## config.mk

```make
export PLATFORM = sky130hd
export DESIGN_NAME = servo_key_ctrl
export DESIGN_NICKNAME = d
export VERILOG_FILES = /design/src/rtl/servo_key_ctrl.sv
export SDC_FILE = /design/constraint.sdc
export NUM_CORES = 1
export LEC_CHECK = 0
export CORE_AREA = 2 2 140 142
export CTS_BUF_LIST = sky130_fd_sc_hd__clkbuf_2 sky130_fd_sc_hd__clkbuf_4 sky130_fd_sc_hd__clkbuf_8
export DETAILED_ROUTE_END_ITERATION = 8
export DIE_AREA = 0 0 142 144
export PLACE_DENSITY = 0.81
export SLEW_MARGIN = 15
export SYNTH_ARGS = -nofsm -noshare
export SYNTH_HDL_FRONTEND = slang
export SYNTH_SLANG_ARGS = --single-unit
```

## constraint.sdc

```tcl
create_clock -name clk -period 10.6 [get_ports clk]
set_input_delay 2.65 -clock clk [delete_from_list [all_inputs] [get_ports clk]]
set_output_delay 2.65 -clock clk [all_outputs]
set_load 0.005 [all_outputs]
```

## src/rtl/servo_key_ctrl.sv

```systemverilog
// Multi-channel servo PPM generator whose pulse widths are nudged up/down by
// debounced, auto-repeating push-keys. All timing derives from tick enables.
module servo_key_ctrl #(
    parameter int CLK_DIV         = 6,
    parameter int CH              = 2,
    parameter int PERIOD_US       = 20000,
    parameter int MIN_US          = 500,
    parameter int MAX_US          = 2500,
    parameter int INIT_US         = 1500,
    parameter int STEP_US         = 10,
    parameter int DEBOUNCE_MS     = 20,
    parameter int REPEAT_DELAY_MS = 300,
    parameter int REPEAT_MS       = 10,
    parameter int US_PER_MS       = 1000
) (
    input  logic              clk,
    input  logic              rst,
    input  logic [CH-1:0]     key_up,
    input  logic [CH-1:0]     key_dn,
    output logic [CH-1:0]     ppm_out,
    output logic [16*CH-1:0]  duty_us,
    output logic              frame_start
);

    localparam int DIV_W = (CLK_DIV > 1) ? $clog2(CLK_DIV) : 1;
    localparam int MS_W  = (US_PER_MS > 1) ? $clog2(US_PER_MS) : 1;
    localparam int NK    = 2 * CH;

    typedef enum logic [1:0] {
        K_RELEASED,
        K_PRESS,
        K_HOLD,
        K_REPEAT
    } key_state_t;

    logic [DIV_W-1:0] div_q, div_d;
    logic [MS_W-1:0]  ms_q, ms_d;
    logic [15:0]      frame_q, frame_d;
    logic             frame_start_q, frame_start_d;
    logic [CH-1:0]    ppm_q, ppm_d;
    logic [15:0]      duty_q [CH];
    logic [15:0]      duty_d [CH];
    logic [15:0]      active_q [CH];
    logic [15:0]      active_d [CH];

    logic [NK-1:0]    sync1_q, sync1_d, sync2_q, sync2_d;
    key_state_t       kst_q [NK];
    key_state_t       kst_d [NK];
    logic [15:0]      kcnt_q [NK];
    logic [15:0]      kcnt_d [NK];

    logic             us_tick, ms_tick, frame_wrap;
    logic [NK-1:0]    pressed;
    logic [NK-1:0]    step;

    function automatic logic [15:0] step_up(input logic [15:0] d);
        logic [16:0] s;
        s = {1'b0, d} + 17'(STEP_US);
        return (s > 17'(MAX_US)) ? 16'(MAX_US) : s[15:0];
    endfunction

    // Compare before subtracting so a width near MIN_US can never wrap.
    function automatic logic [15:0] step_dn(input logic [15:0] d);
        logic [16:0] floor_v;
        floor_v = 17'(MIN_US) + 17'(STEP_US);
        return ({1'b0, d} < floor_v) ? 16'(MIN_US) : (d - 16'(STEP_US));
    endfunction

    assign us_tick    = (div_q == DIV_W'(CLK_DIV - 1));
    assign ms_tick    = us_tick && (ms_q == MS_W'(US_PER_MS - 1));
    assign frame_wrap = us_tick && (frame_q == 16'(PERIOD_US - 1));
    assign pressed    = ~sync2_q;

    always_comb begin
        div_d         = us_tick ? '0 : div_q + DIV_W'(1);
        ms_d          = ms_q;
        frame_d       = frame_q;
        if (us_tick) begin
            ms_d    = (ms_q == MS_W'(US_PER_MS - 1)) ? '0 : ms_q + MS_W'(1);
            frame_d = frame_wrap ? 16'd0 : frame_q + 16'd1;
        end
        frame_start_d = frame_wrap;
        sync1_d       = {key_dn, key_up};
        sync2_d       = sync1_q;
    end

    // Key FSMs: up keys occupy indices 0..CH-1, down keys CH..2*CH-1.
    always_comb begin
        step = '0;
        for (int k = 0; k < NK; k++) begin
            kst_d[k]  = kst_q[k];
            kcnt_d[k] = kcnt_q[k];
            case (kst_q[k])
                K_RELEASED: begin
                    if (pressed[k]) begin
                        kst_d[k]  = K_PRESS;
                        kcnt_d[k] = 16'd0;
                    end
                end
                K_PRESS: begin
                    if (!pressed[k]) begin
                        kst_d[k] = K_RELEASED;
                    end else if (ms_tick) begin
                        if (kcnt_q[k] == 16'(DEBOUNCE_MS - 1)) begin
                            step[k]   = 1'b1;
                            kst_d[k]  = K_HOLD;
                            kcnt_d[k] = 16'd0;
                        end else begin
                            kcnt_d[k] = kcnt_q[k] + 16'd1;
                        end
                    end
                end
                K_HOLD: begin
                    if (!pressed[k]) begin
                        kst_d[k] = K_RELEASED;
                    end else if (ms_tick) begin
                        if (kcnt_q[k] == 16'(REPEAT_DELAY_MS - 1)) begin
                            step[k]   = 1'b1;
                            kst_d[k]  = K_REPEAT;
                            kcnt_d[k] = 16'd0;
                        end else begin
                            kcnt_d[k] = kcnt_q[k] + 16'd1;
                        end
                    end
                end
                K_REPEAT: begin
                    if (!pressed[k]) begin
                        kst_d[k] = K_RELEASED;
                    end else if (ms_tick) begin
                        if (kcnt_q[k] == 16'(REPEAT_MS - 1)) begin
                            step[k]   = 1'b1;
                            kcnt_d[k] = 16'd0;
                        end else begin
                            kcnt_d[k] = kcnt_q[k] + 16'd1;
                        end
                    end
                end
                default: kst_d[k] = K_RELEASED;
            endcase
        end
    end

    // Widths latch into active only at the frame wrap so a pulse in flight is untouched.
    always_comb begin
        for (int c = 0; c < CH; c++) begin
            duty_d[c] = duty_q[c];
            if (step[c] && !step[CH + c]) begin
                duty_d[c] = step_up(duty_q[c]);
            end else if (step[CH + c] && !step[c]) begin
                duty_d[c] = step_dn(duty_q[c]);
            end
            active_d[c] = frame_wrap ? duty_q[c] : active_q[c];
            ppm_d[c]    = (frame_q < active_q[c]);
        end
    end

    always_ff @(posedge clk or posedge rst) begin
        if (rst) begin
            div_q         <= '0;
            ms_q          <= '0;
            frame_q       <= 16'd0;
            frame_start_q <= 1'b0;
            ppm_q         <= '0;
            sync1_q       <= '1;
            sync2_q       <= '1;
            for (int c = 0; c < CH; c++) begin
                duty_q[c]   <= 16'(INIT_US);
                active_q[c] <= 16'(INIT_US);
            end
            for (int k = 0; k < NK; k++) begin
                kst_q[k]  <= K_RELEASED;
                kcnt_q[k] <= 16'd0;
            end
        end else begin
            div_q         <= div_d;
            ms_q          <= ms_d;
            frame_q       <= frame_d;
            frame_start_q <= frame_start_d;
            ppm_q         <= ppm_d;
            sync1_q       <= sync1_d;
            sync2_q       <= sync2_d;
            for (int c = 0; c < CH; c++) begin
                duty_q[c]   <= duty_d[c];
                active_q[c] <= active_d[c];
            end
            for (int k = 0; k < NK; k++) begin
                kst_q[k]  <= kst_d[k];
                kcnt_q[k] <= kcnt_d[k];
            end
        end
    end

    assign ppm_out     = ppm_q;
    assign frame_start = frame_start_q;

    always_comb begin
        duty_us = '0;
        for (int c = 0; c < CH; c++) begin
            duty_us[16*c +: 16] = duty_q[c];
        end
    end

endmodule

```

==> results.yml, run 1 <==
run_status:
  status: "completed"
placed_design:
  place_area_um2: 10760
  port_buffers: 38
  dp_hpwl_um: 15290
  place_congestion: 0.8801
detailed_routing:
  num_vias: 8716
  drt-total-wl_um: 22360
  wire_per_inst_um: 15.41
  first_pass_iters: 5
  drt_iter0_drc: 571
  ant_nets: 0
  drc: 0
  viasPerCell: 6.007
clocking:
  clk_path_buf_depth: 2
  cts_htree_levels: 4
  postCtsResizedCells: 0
  holdBufCountCts: 0
  cts_tree: "yes"
  cts_setup_buffers: 0
  root_buffer: "clkbuf_8"
  cts.sinks: 172
  clk_pin_slew_ps: 90
  clkLatencyLatePin_ps: 460
  cts_buffers: 17
grt:
  antenna_found_initial: 0
  grt_max_degree: 101
  gr-usage-met3_pct: 4.636
  busiest_layer: "met2"
  grt_usage_pct: 22.88
  use_met1_pct: 30.50
  grt_pass1_wl_um: 38950
  grt-ovfl-total: 0
  use_met2_pct: 38.49
  grt_pass1_vias: 8398
setup_path:
  crit_required_ps: 7950
  crit_family: "flip-flops"
  worstSetupEndpointType: "output pin"
  cp_slowest_cell: "dfstp_2"
  worstSetupStartpointType: "register"
  cp_max_fo: 15
  cpPeakStageDelay_ps: 690
  worstPathArrival_ps: 1710
  path_cells: "clkdlybuf4s50_1"
  worst-path-buf-inv: 1
  worstSetupPathType: "reg -> out"
timing:
  fin_crit_ps: 4359
  setup_tns_ps: 0
  maxSlewHeadroom_pct: 40.66
  rsz0062_at_grt: "false"
  worst_pin_slew_ps: 890.1
  clock_skew_ps: 16.52
  finalHoldViolations: 0
  timing.fmax_ghz: 0.2294
  finalMaxSlewViolations: 0
  min_period_over_period_pct: 41.12
  setup-violations-final: 0
synthesis:
  synth_compound_area_share_pct: 17.75
  ys_seq_area_share_pct: 42.32
  synthTopCellsByArea: "dfrtp_1, dfstp_2, ha_1"
  yosys_register_bits: 172
  yosysTopAreaCell: "dfrtp_1"
  synthArstFlopShare_pct: 100.0
  yosysWarnings: 0
  synth_mux_area_share_pct: 0.7061
  netlist_instances: 1192
  synthAdderAreaFrac_pct: 5.600
  avgSynthCellArea_um2: 8.622
  synth_top_area_share_pct: 33.11
  synth_top_family_by_area: "simple AND/OR/NAND/NOR gates"
  synthXorXnorAreaFrac_pct: 3.920
  yosys.cell_types.count: 79
  synth_area_um2: 10280
  synth_flop_cell: "dfrtp_1"
  synth-edff-count: 0
  synth-simple-area-share_pct: 25.23
flow_run:
  maxCapViolations: 0
cells_and_area:
  final_cell_mix: "dfrtp_1, nand2_1, nor2_1"
  layout-drive-gt1-share_pct: 7.749
  stdcell_area_um2: 11150
  antennaDiodeCount: 0
  mostFrequentLayoutCell: "dfrtp_1"
  multiInputGateArea_um2: 5482
  syn2layout_area_growth_pct: 8.534
  seqCellArea_um2: 4349
  final_nets: 1253
  n_fill_cell: 1679
power:
  power_leakage_uw: 0.004671
  peakVddDrop_mv: 0.09537
  power.density_nw_per_um2: 103.8
floorplanning:
  die_h_um: 144
  start_util_pct: 53.87
  dieArea_um2: 20450
  die_w_um: 142
  num_rows: 51
  core_area_um2: 19080
  ioPinCount: 41
hold_path:
  hp-class: "reg -> reg"
through the flow:
step | power [uW] | hold slack [ps] | setup WS [ps] | utilization [%] | instances
3_3_place_gp | 703.6 | 347.1 | 5801 | 56.40 | 1420
2_1_floorplan | 695.0 | 345.2 | 3349 | - | 1193
6_report | 1158 | 359.3 | 6241 | 58.46 | 1451
3_5_place_dp | 703.8 | 347.8 | 5785 | 56.40 | 1420
5_1_grt | 1196 | 363.7 | 6062 | 58.46 | 1451
4_1_cts | 1166 | 360.7 | 6220 | 58.46 | 1451
cells in the mapped netlist, types with 15 or more instances:
cell type  instances
nor2_1           125
nand4_1           23
o21ai_1           18
or3_1             20
nand2_1          131
xnor2_1           23
inv_1             62
and3_1            21
dfrtp_1          136
a21o_1            18
nor4_1            19
xor2_1            23
dfstp_2           36
a21oi_1           53
o21ai_0          105
nor2b_1           15
nor3_1            36
nand3_1           54
clkbuf_1          39
ha_1              46
logic make-up after synthesis:
family	after synthesis
XOR/XNOR	46
other	1
flip-flops	172
AND/OR/NAND/NOR	517
buffers and inverters	113
AO/OA/AOI/OAI	290
multiplexers	7
adder cells (fa/ha/maj)	46
cell type report:
type                       count  area share (%)
clock buffer                  24           2.681
clock inverter                 7          0.8413
inverter                      62           2.131
multi-input combinational    908           49.14
sequential                   172           38.99
tap                          238           2.670
timing repair buffer          40           3.545
sequential cells by signal, summed over array words and instances (netlist names), 3 cells and up:
signal / cells
active_q: 30
div_q: 3
duty_us: 30
frame_q: 16
kcnt_q: 64
kst_q: 8
ms_q: 10
sync1_q: 4
sync2_q: 4
metal layers:
layer | vias to the layer above | part of all wire [%]
li1 | 4268 | -
met1 | 4170 | 45
met2 | 251 | 48
met3 | 27 | 5.0
met4 | 0 | 1.3
met5 | - | 0
path summary, 6_finish.rpt:
check	from	slack, ps	end	depth (start not counted)
min in group asynchronous	rst	2740	duty_us[1]$_DFFE_PP0P_	2
min	sync1_q[3]$_DFF_PP1_	360	sync2_q[3]$_DFF_PP1_	0
max	duty_us[3]$_DFFE_PP1P_	6240	duty_us[3]	1
max reg2reg	kcnt_q[36]$_DFFE_PP0P_	6620	duty_us[20]$_DFFE_PP1P_	9
max in group asynchronous	rst	6400	ms_q[6]$_DFFE_PP0P_	3
min reg2reg	sync1_q[3]$_DFF_PP1_	360	sync2_q[3]$_DFF_PP1_	0
power by group:
part / internal [uW] / switching [uW] / leakage, uW / total, uW
Combinational: 5.81 / 21.8 / 0.00222 / 27.6
Clock: 233 / 234 / 0.000200 / 467
Sequential: 660 / 3.10 / 0.00225 / 663
Total: 899 / 259 / 0.00467 / 1160
Power figures use the tool's default switching activity.
==> run 2, diff against run 1 <==
Settings changed: PLACE_DENSITY 0.81 to 0.84.
Clock period 10.6 ns to 3.9 ns, I/O delays scaled along.
==> results.yml, run 2 (same netlist as run 1, synthesis figures left out) <==
detailed_routing:
  viasPerCell: 6.022
  num_vias: 8810
  drt_iter0_drc: 627
  drc: 0
  drt-total-wl_um: 22830
  first_pass_iters: 5
  wire_per_inst_um: 15.61
  ant_nets: 0
grt:
  grt_pass1_wl_um: 39540
  antenna_found_initial: 0
  grt-ovfl-total: 0
  grt_pass1_vias: 8550
  grt_max_degree: 37
  grt_usage_pct: 23.47
floorplanning:
  die_h_um: 144
  start_util_pct: 53.87
  die_w_um: 142
  dieArea_um2: 20450
  core_area_um2: 19080
  ioPinCount: 41
  num_rows: 51
cells_and_area:
  largest-register: "kcnt_q"
  largest_reg_flops: 64
  antennaDiodeCount: 0
  mostFrequentLayoutCell: "dfrtp_1"
  stdcell_area_um2: 11320
  syn2layout_area_growth_pct: 10.15
  layout-drive-gt1-share_pct: 8.816
  final_cell_mix: "dfrtp_1, nand2_1, nor2_1"
  n_fill_cell: 1594
  final_nets: 1264
timing:
  finalMaxSlewViolations: 0
  min_period_over_period_pct: 88.52
  setup_tns_ps: 0
  clock_skew_ps: 16.38
  fin_crit_ps: 3452
  maxSlewHeadroom_pct: 44.16
  setup-violations-final: 0
  whs_ps: 361.4
  rsz0062_at_grt: "false"
  worst_pin_slew_ps: 835.8
  timing.fmax_ghz: 0.2896
  finalHoldViolations: 0
hold_path:
  hp-class: "reg -> reg"
power:
  power.density_nw_per_um2: 284.9
  peakVddDrop_mv: 0.2312
  power_leakage_uw: 0.004740
clocking:
  cts_setup_buffers: 0
  cts_htree_levels: 4
  holdBufCountCts: 0
  cts_tree: "yes"
  cts_buffers: 17
  clkLatencyLatePin_ps: 480
  clk_path_buf_depth: 2
  clk_pin_slew_ps: 100
  cts.sinks: 172
  root_buffer: "clkbuf_8"
setup_path:
  r2r_setup_slack_ps: 450
  worstPathArrival_ps: 3830
  worstSetupEndpointType: "register"
  worstSetupPathType: "reg -> reg"
  cp_max_fo: 12
  worstSetupStartpointType: "register"
  crit_required_ps: 4280
placed_design:
  port_buffers: 38
  place_area_um2: 10890
  place_congestion: 0.8728
  dp_hpwl_um: 16090
run_status:
  status: "completed"
flow_run:
  maxCapViolations: 0
==> run 2: cell types whose count changed in the layout (fill, tap and decap cells not counted), sizes merged <==
cell	delta
clkinvlp	+2
buf	+11
clkbuf	-7
inv	+4
clkinv	+2
==> run 2: final cells by class <==
cell class | count | area, um^2 | share of cell area [%]
multi-input combinational | 908 | 5490 | 48.50
sequential | 172 | 4349 | 38.42
tap | 238 | 297.8 | 2.630
clock inverter | 15 | 185.2 | 1.636
inverter | 62 | 236.5 | 2.089
clock buffer | 17 | 234.0 | 2.067
timing repair buffer | 51 | 528.0 | 4.664
==> run 2: final timing paths <==
kind	from	end	cells after the start
max	kcnt_q[36]$_DFFE_PP0P_	duty_us[20]$_DFFE_PP1P_	10
min	sync1_q[3]$_DFF_PP1_	sync2_q[3]$_DFF_PP1_	0
max reg2reg	kcnt_q[36]$_DFFE_PP0P_	duty_us[20]$_DFFE_PP1P_	10
min reg2reg	sync1_q[3]$_DFF_PP1_	sync2_q[3]$_DFF_PP1_	0
max in group asynchronous	rst	kcnt_q[51]$_DFFE_PP0P_	3
min in group asynchronous	rst	kcnt_q[2]$_DFFE_PP0P_	2
==> run 2: repair_timing <==
item / CTS / global route
resized for setup: 0 / 2
setup endpoints to repair: 0 / 3
endpoints found under the hold margin: 0 / 0
==> run 2: critical path, cell delays in order (launching register included) <==
cell	delay, ps
dfrtp_1	470
or4b_1	610
or4_1	550
nand3_1	170
nor4b_2	320
ha_2	370
buf_4	210
nand2b_1	160
o21ai_0	120
a21boi_0	140
a221oi_1	230
==> run 2: through the flow <==
| step | util [%] | power [uW] | cells | setup WS [ps] |
|---|---|---|---|---|
| floorplan | - | 1890 | 1193 | 757.7 |
| global placement | 57.09 | 1922 | 1431 | 448.9 |
| detailed placement | 57.09 | 1923 | 1431 | 347.4 |
| CTS | 59.29 | 3247 | 1463 | 305.3 |
| global route | 59.34 | 3327 | 1463 | 147.2 |
| finish | 59.34 | 3225 | 1463 | 447.5 |
==> run 2: per-layer routing <==
layer / up-vias / GRT usage (%) / wire (um)
met2: 240 / 40.10 / 11250
met5: - / 0 / 0
met3: 42 / 4.603 / 1065
met1: 4237 / 30.56 / 10140
li1: 4291 / - / -
met4: 0 / 6.684 / 373
==> run 2: where the power goes <==
group / internal [uW] / switching [uW]
Clock: 594 / 744
Combinational: 23.9 / 61.6
Sequential: 1790 / 8.56
Total: 2410 / 814
